==> config.mk <==
export PLATFORM = sky130hd
export DESIGN_NAME = alu_rs_scheduler_flat
export DESIGN_NICKNAME = d
export VERILOG_FILES = /design/src/rtl/alu_rs_scheduler_if.sv /design/src/rtl/alu_rs_scheduler.sv /design/src/flat_wrapper.sv
export SDC_FILE = /design/constraint.sdc
export NUM_CORES = 1
export LEC_CHECK = 0
export CAP_MARGIN = 15
export CORE_MARGIN = 3
export CORE_UTILIZATION = 62
export CTS_CLUSTER_SIZE = 8
export DETAILED_ROUTE_END_ITERATION = 6
export HOLD_SLACK_MARGIN = 0.02
export PLACE_DENSITY = 0.93
export SLEW_MARGIN = 20
export SYNTH_ARGS = -nofsm -noshare
export SYNTH_HDL_FRONTEND = slang
export SYNTH_SLANG_ARGS = --single-unit
==> constraint.sdc <==
create_clock -name clk -period 6.6 [get_ports clk]
set_input_delay 1.32 -clock clk [delete_from_list [all_inputs] [get_ports clk]]
set_output_delay 1.32 -clock clk [all_outputs]
set_load 0.005 [all_outputs]
==> src/rtl/alu_rs_scheduler_if.sv <==
// Handshake bundle between the ALU reservation-station scheduler and its
// neighbours: dual-issue allocation lanes, CDB wakeup ports and the ALU
// dispatch handshake.
interface alu_rs_scheduler_if #(
    parameter int DEPTH     = 4,
    parameter int TAG_W     = 4,
    parameter int CDB_PORTS = 2
);
    localparam int IDX_W = $clog2(DEPTH);

    logic                       flush;
    logic [1:0]                 alloc_ready;
    logic [2*IDX_W-1:0]         alloc_index;
    logic [1:0]                 alloc_taken;
    logic [3:0]                 alloc_op_ready;
    logic [4*TAG_W-1:0]         alloc_op_tag;
    logic [CDB_PORTS-1:0]       cdb_valid;
    logic [CDB_PORTS*TAG_W-1:0] cdb_tag;
    logic                       issue_valid;
    logic [IDX_W-1:0]           issue_index;
    logic                       issue_ready;
    logic [IDX_W:0]             occupancy;

    // Pipeline side: issues allocations, broadcasts results, accepts dispatch
    modport master (
        output flush, alloc_taken, alloc_op_ready, alloc_op_tag,
               cdb_valid, cdb_tag, issue_ready,
        input  alloc_ready, alloc_index, issue_valid, issue_index, occupancy
    );

    // Scheduler side
    modport slave (
        input  flush, alloc_taken, alloc_op_ready, alloc_op_tag,
               cdb_valid, cdb_tag, issue_ready,
        output alloc_ready, alloc_index, issue_valid, issue_index, occupancy
    );
endinterface

==> src/rtl/alu_rs_scheduler.sv <==
// ALU reservation-station slot manager and issue scheduler.
// Owns per-slot busy / operand-ready / tag / age state, hands out up to two
// free slots per cycle, wakes operands from the CDB and dispatches the oldest
// fully-ready slot. All outputs depend on registered state only.
module alu_rs_scheduler #(
    parameter int DEPTH     = 4,
    parameter int TAG_W     = 4,
    parameter int CDB_PORTS = 2
) (
    input  logic              clk,
    input  logic              rst_n,
    alu_rs_scheduler_if.slave rs
);
    localparam int IDX_W = $clog2(DEPTH);

    typedef logic [IDX_W-1:0] idx_t;
    typedef logic [TAG_W-1:0] tag_t;

    // Registered slot state; older[i][j] = slot i was allocated before slot j
    logic [DEPTH-1:0] busy;
    logic [1:0]       op_rdy [DEPTH];
    tag_t             op_tag [DEPTH][2];
    logic [DEPTH-1:0] older  [DEPTH];

    // Decoded inputs and derived control
    tag_t             bc_tag   [CDB_PORTS];
    tag_t             in_tag   [2][2];
    logic [1:0]       in_rdy   [2];
    logic [1:0]       wake     [DEPTH];
    logic             found0, found1;
    idx_t             free0, free1;
    idx_t             tgt      [2];
    logic [1:0]       do_alloc;
    logic             alloc_err;
    logic [DEPTH-1:0] elig;
    logic             any_elig;
    logic             oldest;
    idx_t             issue_sel;
    logic             issue_fire;
    logic [DEPTH-1:0] busy_keep;

    // True when any valid CDB port broadcasts the given tag this cycle
    function automatic logic cdb_hit(input tag_t t, input logic [CDB_PORTS-1:0] v,
                                     input tag_t bt [CDB_PORTS]);
        logic hit;
        hit = 1'b0;
        for (int p = 0; p < CDB_PORTS; p++) begin
            if (v[p] && bt[p] == t) hit = 1'b1;
        end
        return hit;
    endfunction

    // Unpack CDB tags, incoming operand tags and same-cycle bypassed ready bits
    always_comb begin
        // NOTE: combinational blocks use blocking '=' so later statements see
        // the values just computed, exactly like wires.
        for (int p = 0; p < CDB_PORTS; p++) begin
            bc_tag[p] = rs.cdb_tag[p*TAG_W +: TAG_W];
        end
        for (int l = 0; l < 2; l++) begin
            for (int o = 0; o < 2; o++) begin
                in_tag[l][o] = rs.alloc_op_tag[(2*l+o)*TAG_W +: TAG_W];
                in_rdy[l][o] = rs.alloc_op_ready[2*l+o] |
                               cdb_hit(rs.alloc_op_tag[(2*l+o)*TAG_W +: TAG_W],
                                       rs.cdb_valid, bc_tag);
            end
        end
    end

    // Operand wakeup of waiting operands in busy slots
    always_comb begin
        for (int i = 0; i < DEPTH; i++) begin
            for (int o = 0; o < 2; o++) begin
                wake[i][o] = busy[i] & ~op_rdy[i][o] &
                             cdb_hit(op_tag[i][o], rs.cdb_valid, bc_tag);
            end
        end
    end

    // Lowest and second-lowest free slots feed the two allocation lanes
    always_comb begin
        // NOTE: every variable gets a default before the loop so no path
        // leaves it unassigned, which would otherwise infer a latch.
        found0 = 1'b0;
        found1 = 1'b0;
        free0  = '0;
        free1  = '0;
        for (int i = 0; i < DEPTH; i++) begin
            if (!busy[i]) begin
                if (!found0) begin
                    found0 = 1'b1;
                    free0  = idx_t'(i);
                end else if (!found1) begin
                    found1 = 1'b1;
                    free1  = idx_t'(i);
                end
            end
        end
    end

    // Lane targets and legality; lane 1 falls back to the lane-0 slot when it
    // is the only free one and lane 0 is idle
    always_comb begin
        tgt[0]    = free0;
        tgt[1]    = found1 ? free1 : free0;
        alloc_err = (rs.alloc_taken[0] & ~found0) |
                    (rs.alloc_taken[1] & ~(found0 | found1)) |
                    (rs.alloc_taken[0] & rs.alloc_taken[1] & ~found1);
        do_alloc  = (alloc_err || rs.flush) ? 2'b00 : rs.alloc_taken;
    end

    // Oldest-ready select: the eligible slot older than every other eligible one
    always_comb begin
        issue_sel = '0;
        oldest    = 1'b0;
        for (int i = 0; i < DEPTH; i++) begin
            elig[i] = busy[i] & op_rdy[i][0] & op_rdy[i][1];
        end
        for (int i = 0; i < DEPTH; i++) begin
            if (elig[i]) begin
                oldest = 1'b1;
                for (int j = 0; j < DEPTH; j++) begin
                    if (j != i && elig[j] && !older[i][j]) oldest = 1'b0;
                end
                if (oldest) issue_sel = idx_t'(i);
            end
        end
        any_elig   = |elig;
        issue_fire = any_elig & rs.issue_ready;
        busy_keep  = busy;
        if (issue_fire) busy_keep[issue_sel] = 1'b0;
    end

    // Busy, ready and age state: wake, then free on dispatch, then allocate
    always_ff @(posedge clk or negedge rst_n) begin
        // NOTE: sequential state uses non-blocking '<=' so every register
        // samples pre-edge values; later assignments in the block take priority.
        if (!rst_n) begin
            busy <= '0;
            for (int i = 0; i < DEPTH; i++) begin
                op_rdy[i] <= '0;
                older[i]  <= '0;
            end
        end else if (rs.flush) begin
            busy <= '0;
            for (int i = 0; i < DEPTH; i++) begin
                op_rdy[i] <= '0;
                older[i]  <= '0;
            end
        end else begin
            for (int i = 0; i < DEPTH; i++) begin
                op_rdy[i] <= op_rdy[i] | wake[i];
            end
            if (issue_fire) begin
                busy[issue_sel]  <= 1'b0;
                older[issue_sel] <= '0;
            end
            for (int l = 0; l < 2; l++) begin
                if (do_alloc[l]) begin
                    busy[tgt[l]]   <= 1'b1;
                    op_rdy[tgt[l]] <= in_rdy[l];
                    older[tgt[l]]  <= '0;
                    for (int j = 0; j < DEPTH; j++) begin
                        older[j][tgt[l]] <= busy_keep[j];
                    end
                end
            end
            if (do_alloc[0] && do_alloc[1]) older[tgt[0]][tgt[1]] <= 1'b1;
        end
    end

    // Operand tag capture on allocation
    always_ff @(posedge clk) begin
        // NOTE: tag storage is deliberately not reset; a tag is only consulted
        // while its slot is busy, and busy is always written together with it.
        for (int l = 0; l < 2; l++) begin
            if (do_alloc[l]) begin
                op_tag[tgt[l]][0] <= in_tag[l][0];
                op_tag[tgt[l]][1] <= in_tag[l][1];
            end
        end
    end

    // Outputs come from registered state only
    assign rs.alloc_ready = {found1, found0};
    assign rs.alloc_index = {free1, free0};
    assign rs.issue_valid = any_elig;
    assign rs.issue_index = issue_sel;
    assign rs.occupancy   = (IDX_W+1)'($countones(busy));

    // Illegal lane targeting is a caller error; the allocation is dropped
    assert property (@(posedge clk) disable iff (!rst_n) !alloc_err);

endmodule

==> src/flat_wrapper.sv <==
// flat-port wrapper written by rule: the top's interface ports become plain ports
module alu_rs_scheduler_flat 
#(
    parameter int DEPTH     = 4,
    parameter int TAG_W     = 4,
    parameter int CDB_PORTS = 2
)
  (clk, rst_n, rs_flush, rs_alloc_taken, rs_alloc_op_ready, rs_alloc_op_tag, rs_cdb_valid, rs_cdb_tag, rs_issue_ready, rs_alloc_ready, rs_alloc_index, rs_issue_valid, rs_issue_index, rs_occupancy);
  alu_rs_scheduler_if #(.DEPTH(DEPTH), .TAG_W(TAG_W), .CDB_PORTS(CDB_PORTS)) rs_i ();
  input  logic clk;
  input  logic rst_n;
  input wire logic [$bits(rs_i.flush)-1:0] rs_flush;
  input wire logic [$bits(rs_i.alloc_taken)-1:0] rs_alloc_taken;
  input wire logic [$bits(rs_i.alloc_op_ready)-1:0] rs_alloc_op_ready;
  input wire logic [$bits(rs_i.alloc_op_tag)-1:0] rs_alloc_op_tag;
  input wire logic [$bits(rs_i.cdb_valid)-1:0] rs_cdb_valid;
  input wire logic [$bits(rs_i.cdb_tag)-1:0] rs_cdb_tag;
  input wire logic [$bits(rs_i.issue_ready)-1:0] rs_issue_ready;
  output wire logic [$bits(rs_i.alloc_ready)-1:0] rs_alloc_ready;
  output wire logic [$bits(rs_i.alloc_index)-1:0] rs_alloc_index;
  output wire logic [$bits(rs_i.issue_valid)-1:0] rs_issue_valid;
  output wire logic [$bits(rs_i.issue_index)-1:0] rs_issue_index;
  output wire logic [$bits(rs_i.occupancy)-1:0] rs_occupancy;
  assign rs_i.flush = rs_flush;
  assign rs_i.alloc_taken = rs_alloc_taken;
  assign rs_i.alloc_op_ready = rs_alloc_op_ready;
  assign rs_i.alloc_op_tag = rs_alloc_op_tag;
  assign rs_i.cdb_valid = rs_cdb_valid;
  assign rs_i.cdb_tag = rs_cdb_tag;
  assign rs_i.issue_ready = rs_issue_ready;
  assign rs_alloc_ready = rs_i.alloc_ready;
  assign rs_alloc_index = rs_i.alloc_index;
  assign rs_issue_valid = rs_i.issue_valid;
  assign rs_issue_index = rs_i.issue_index;
  assign rs_occupancy = rs_i.occupancy;
  alu_rs_scheduler #(.DEPTH(DEPTH), .TAG_W(TAG_W), .CDB_PORTS(CDB_PORTS)) u_core (.clk(clk), .rst_n(rst_n), .rs(rs_i));
endmodule
==> results of run 1 <==
critical path, stage by stage, from the launching register on:
cell             delay [ns]
dfrtp_1                0.97
ha_1                   0.37
ha_1                   0.21
fa_1                   0.48
clkdlybuf4s50_1        0.49
flip-flops by register name, summed over array words and instances (netlist names):
register       count
u_core.op_tag     32
u_core.older       9
u_core.busy        4
u_core.op_rdy      8
layer usage:
metal  track usage, %  vias to the layer above
li1                 -                     1743
met1             40.9                     1835
met2             47.0                      292
met3             5.17                       65
met4             17.0                        0
met5                0                        -
layout by cell type (no fill, tap or decap), types with 6 or more instances in the layout:
master,count
clkdlybuf4s50_1,47
mux2_4,14
inv_1,7
nor3_1,13
edfxtp_1,32
o32ai_1,6
o22ai_1,8
dfrtp_1,21
a21oi_1,12
nand3_1,23
nor2_1,16
nand2_1,81
a31oi_1,6
o21ai_0,8
nor4_1,6
xor2_1,67
nor2b_1,6
xnor2_1,30
power groups by stage:
| stage | Clock (W) | Combinational (W) | Sequential [W] |
|---|---|---|---|
| 2_1_floorplan | 0 | 0.000205 | 0.000404 |
| 4_1_cts | 0.000181 | 0.000285 | 0.000412 |
| 3_5_place_dp | 0 | 0.000283 | 0.000419 |
| 6_report | 0.000181 | 0.000289 | 0.000413 |
| 3_3_place_gp | 0 | 0.000274 | 0.000416 |
| 5_1_grt | 0.000196 | 0.000312 | 0.000416 |
cell type report:
class,instances,area [um2],area share (%)
Clock inverter,3,20.0,0.405
Multi-Input combinational cell,382,2730,55.2
Inverter,9,33.8,0.683
Clock buffer,5,68.8,1.39
Tap cell,96,120,2.43
Sequential cell,53,1490,30.1
Timing Repair Buffer,49,485,9.82
how the worst max path moves through the flow:
stage	from	end	slack [ns]	cells after the start
after floorplan	u_core.busy[1]	rs_occupancy[1]	3.55	5
after global placement	rs_flush	u_core.older[7]	2.76	7
after detailed placement	rs_flush	u_core.older[7]	2.68	7
after CTS	u_core.busy[2]	rs_occupancy[1]	2.45	4
after global routing	u_core.busy[2]	rs_occupancy[1]	2.32	4
final	u_core.busy[2]	rs_occupancy[1]	2.45	4
through the flow:
stage	area (um2)	utilization, %	setup slack [ns]	hold slack (ns)
6_report	4940	72.0	2.45	0.584
5_1_grt	4940	72.0	2.32	0.585
4_1_cts	4940	72.0	2.45	0.576
3_5_place_dp	4860	70.7	2.68	0.559
3_3_place_gp	4860	70.7	2.76	0.531
2_1_floorplan	4420	-	3.55	0.509
cells by family (layout without fill, tap and decap cells):
logic type / count (synthesis) / in the layout
AND/OR/NAND/NOR: 175 / 175
XOR/XNOR: 97 / 97
AO/OA/AOI/OAI: 83 / 83
flip-flops: 53 / 53
buffers and inverters: 38 / 66
multiplexers: 20 / 20
adder cells (fa/ha/maj): 7 / 7
==> flow_metrics.tcl, run 1 <==
set metrics [dict create \
    status "finished clean" \
    start_util_pct 64.3 \
    finalCritPeriodShare_pct 62.8 \
    clock_latency_ns 0.31 \
    grt_pass1_vias 3894 \
    n_antenna_cell 0 \
    fillers 479 \
    cp-start-kind "flip-flop" \
    crit_required_ns 5.28 \
    synth_area_mm2 0.00442 \
    place.gp.congestion 0.952 \
    synth_xor_area_share_pct 19.2 \
    final_cells 597 \
    first_pass_iters 5 \
    yosys-top-cells-count "nand2_1 (81), xor2_1 (67), edfxtp_1 (32), xnor2_1 (30), nand3_1 (23)" \
    yosysMostFrequentCell "nand2_1" \
    vdd_drop_max_uv 96.8 \
    rsz0062_at_grt "false" \
    areaGrowthSynthToFinish_pct 11.9 \
    pin_count 48 \
    rows 30 \
    syn_area_per_cell_um2 9.34 \
    hold_path.class "flip-flop to flip-flop" \
    wl_um 12300 \
    vias 3935 \
    yosys.area.top_type "edfxtp_1" \
    finalClockSkew_ns 0.00749 \
    cts_resized 0 \
    fp.dieW_um 90.4 \
    wl_per_cell_um 20.6 \
    relSlewSlack_pct 32.4 \
    holdBufCountCts 0 \
    hp-start "u_core.older[0]" \
    power.switching_w 0.000297 \
    hold_viol_final 0 \
    clock-sinks 53 \
    period_needed_ns 4.15 \
    power_frac_clock_pct 20.5 \
    ys.flop_type "edfxtp_1" \
    place_inst 589 \
    synth_area_leaders "edfxtp_1 (22%), xor2_1 (13%), dfrtp_1 (12%), nand2_1 (6.9%), xnor2_1 (5.9%)" \
    slew_viol_final 0 \
    ys_seq_area_share_pct 33.6 \
    total_power_w 0.000882 \
    min_to "u_core.older[0]" \
    reg2reg_to "u_core.older[7]" \
    final_layout_size_suffix_gt1_share_pct 9.38 \
    top_layer "met4" \
    detail-route-antenna-nets 0 \
    wl_met3_um 1390 \
    p_sw_share_pct 33.7 \
    grt_usage_pct 30.5 \
    maxCapViolCount 0 \
    core_mm2 0.00687 \
    reg2reg_slack_ns 3.12 \
    max_freq_mhz 241 \
    intPower_w 0.000585 \
    cellLeakagePower_nw 1.94 \
    dieHeight_um 90.4 \
    arrival_ns 2.83 \
    synth-edff-count 32 \
    power_frac_comb_pct 32.7 \
    grt_overflow 0 \
    endpoint_kind "output port" \
    worst_slew_pin_slew_ns 1.00 \
    synthArstFlopShare_pct 39.6 \
    p_per_area_mw_per_mm2 178 \
    syn_nets 515 \
    grt_pass1_wl_um 19700 \
    ys_seq_elements 53 \
    cts_buffers 5 \
    synth_top_family_by_area "simple AND/OR/NAND/NOR gates" \
    drc 0 \
    pwr-share-seq_pct 46.8 \
    cts_tree "built" \
    setup_viol 0 \
    cts-htree-levels 2 \
    clkSlewWorstSetupHoldPaths_ns 0.09 \
    grt_max_degree 32 \
    ys_warn_count 0 \
    synth_cell_types 67 \
    whs_path_depth 2 \
    vias_per_cell 6.59 \
    cts_root_buf "clkbuf_8" \
    die_area_mm2 0.00817 \
    path_class "flip-flop to output port" \
    rr_worst_depth 7 \
    synthAdderAreaFrac_pct 2.12 \
    synth-compound-area-share_pct 14.6 \
    met2_length_um 5600 \
    postCtsSetupRepairBufs 0 \
    grt_antenna_before_repair 0 \
    drt_iter0_markers 501 \
    io_buffers 47 \
    post-dp-hpwl_um 9110 \
    wl_met1_um 4720 \
    rr_startpoint "u_core.busy[1]" \
    synthCells 473 \
    tns_ns 0 \
    clockBufferDepth 2 \
    worstPathMaxFanout 31 \
    synth_top_area_share_pct 21.8 \
    final_nets 542 \
    yosys.area_share.simple_pct 19.6 \
    synthMuxAreaShare_pct 6.23 \
]
No activity file was read; power rests on OpenSTA's default activity.
==> run 2, diff against run 1 <==
- CORE_UTILIZATION: 62 -> 52
- PLACE_DENSITY: 0.93 -> 0.84
- clock period: 6.6 -> 3.6 ns (I/O delays scaled with it)
==> flow_metrics.tcl, run 2 (synthesis gave the netlist of run 1 again) <==
set metrics [dict create \
    dpl_cell_area_mm2 0.00497 \
    total_power_w 0.00168 \
    pin_count 48 \
    endpoint_kind "output port" \
    maxCapViolCount 0 \
    finalCritPeriodShare_pct 92.5 \
    reg2reg_to "u_core.older[1]" \
    reg2reg_slack_ns 0.49 \
    fillers 614 \
    arrival_ns 2.61 \
    final_cells 617 \
    worstPathMaxFanout 22 \
    crit_required_ns 2.88 \
    cts-htree-levels 2 \
    grt_pass1_vias 3785 \
    detail-route-antenna-nets 0 \
    clock_latency_ns 0.32 \
    dieHeight_um 98.2 \
    core_mm2 0.00797 \
    finalClockSkew_ns 0.0127 \
    rr_startpoint "u_core.busy[0]" \
    wl_um 13100 \
    post-dp-hpwl_um 9800 \
    n_antenna_cell 0 \
    mostFrequentLayoutCells "nand2_1 (81), xor2_1 (67), clkdlybuf4s50_1 (47)" \
    clkSlewWorstSetupHoldPaths_ns 0.10 \
    drt_iter0_markers 362 \
    cellLeakagePower_nw 2.02 \
    path_class "flip-flop to output port" \
    cp_slowest_cell "ha_1" \
    vdd_drop_max_uv 147 \
    vias 4024 \
    clock-sinks 53 \
    rows 32 \
    final_area_mm2 0.00507 \
    grt_usage_pct 26.5 \
    status "finished clean" \
    max_freq_mhz 300 \
    start_util_pct 55.4 \
    areaGrowthSynthToFinish_pct 14.8 \
    io_buffers 47 \
    relSlewSlack_pct 31.8 \
    hold_viol_final 0 \
    final_nets 556 \
    rsz0062_at_grt "false" \
    hp-start "u_core.older[0]" \
    fp.dieW_um 98.2 \
    cts_buffers 5 \
    final_layout_size_suffix_gt1_share_pct 11.5 \
    p_per_area_mw_per_mm2 332 \
    tns_ns 0 \
    cp-start-kind "flip-flop" \
    seq_area_mm2 0.00149 \
    place_inst 609 \
    first_pass_iters 5 \
    postCtsSetupRepairBufs 0 \
    vias_per_cell 6.52 \
    cp-startpoint "u_core.busy[0]" \
    holdBufCountCts 0 \
    finalCoreUtilization_pct 63.6 \
    grt_max_degree 31 \
    worst_slew_pin_slew_ns 1.02 \
    whs_path_depth 2 \
    slew_viol_final 0 \
    drc 0 \
    grt_pass1_wl_um 20300 \
    grt_overflow 0 \
    cts_resized 0 \
    min_to "u_core.older[0]" \
    hold_path.class "flip-flop to flip-flop" \
    cts_root_buf "clkbuf_8" \
    final_common_cell "nand2_1" \
    setup_viol 0 \
    largest_register_ffs 32 \
    grt_antenna_before_repair 0 \
    rr_worst_depth 7 \
    cts_tree "built" \
    path_cells "ha_1 -> fa_1 -> clkdlybuf4s50_1" \
    place.gp.congestion 1.04 \
    wl_per_cell_um 21.3 \
    die_area_mm2 0.00964 \
    cpPeakStageDelay_ns 0.72 \
    period_needed_ns 3.33 \
    multi_input_area_mm2 0.00273 \
    clockBufferDepth 2 \
]
[run 2: critical path, delay by kind of cell, from the launching register on]
family | cells | cell delay (ns)
fa+ha+maj | 2 | 1.24
flops | 1 | 0.59
buf+inv | 1 | 0.46
[run 2: routing by layer]
layer,GRT usage (%),vias up,part of all wire [%]
met3,5.14,40,9.9
li1,-,1772,-
met1,37.8,1954,41
met5,0,-,0
met2,40.5,258,46
met4,8.82,0,2.8
[run 2: power by group]
group | switching, W | total, W | leakage [nW] | internal (W)
registers | 0.0000391 | 0.000741 | 0.583 | 0.000702
clock network | 0.000200 | 0.000378 | 0.0510 | 0.000178
logic | 0.000320 | 0.000565 | 1.38 | 0.000246
total | 0.000559 | 0.00168 | 2.02 | 0.00113
[run 2: stage by stage]
step / hold WS [ns] / setup WS (ns)
final: 0.555 / 0.269
after global routing: 0.611 / 0.142
after CTS: 0.560 / 0.300
after detailed placement: 0.547 / 0.469
after global placement: 0.534 / 0.528
after floorplan: 0.424 / 1.15
[run 2: worst max path at each step]
| stage | endpoint | slack [ns] |
|---|---|---|
| after global placement | u_core.older[1] | 0.53 |
| after detailed placement | u_core.older[1] | 0.47 |
| after CTS | rs_occupancy[1] | 0.30 |
| after global routing | rs_occupancy[1] | 0.14 |
| after floorplan | rs_occupancy[1] | 1.15 |
| final | rs_occupancy[1] | 0.27 |
[run 2: cell type report]
type	count	share of cell area (%)
Clock buffer	7	1.92
Tap cell	102	2.52
Clock inverter	1	0.0740
Timing Repair Buffer	63	11.6
Inverter	9	0.666
Sequential cell	53	29.3
Multi-Input combinational cell	382	53.9
==> run 3, diff against run 2 <==
- ABC_CLOCK_PERIOD_IN_PS: unset -> 3600
==> results of run 3 <==
No change in the layout: final DEF, timing and power equal those of run 2.
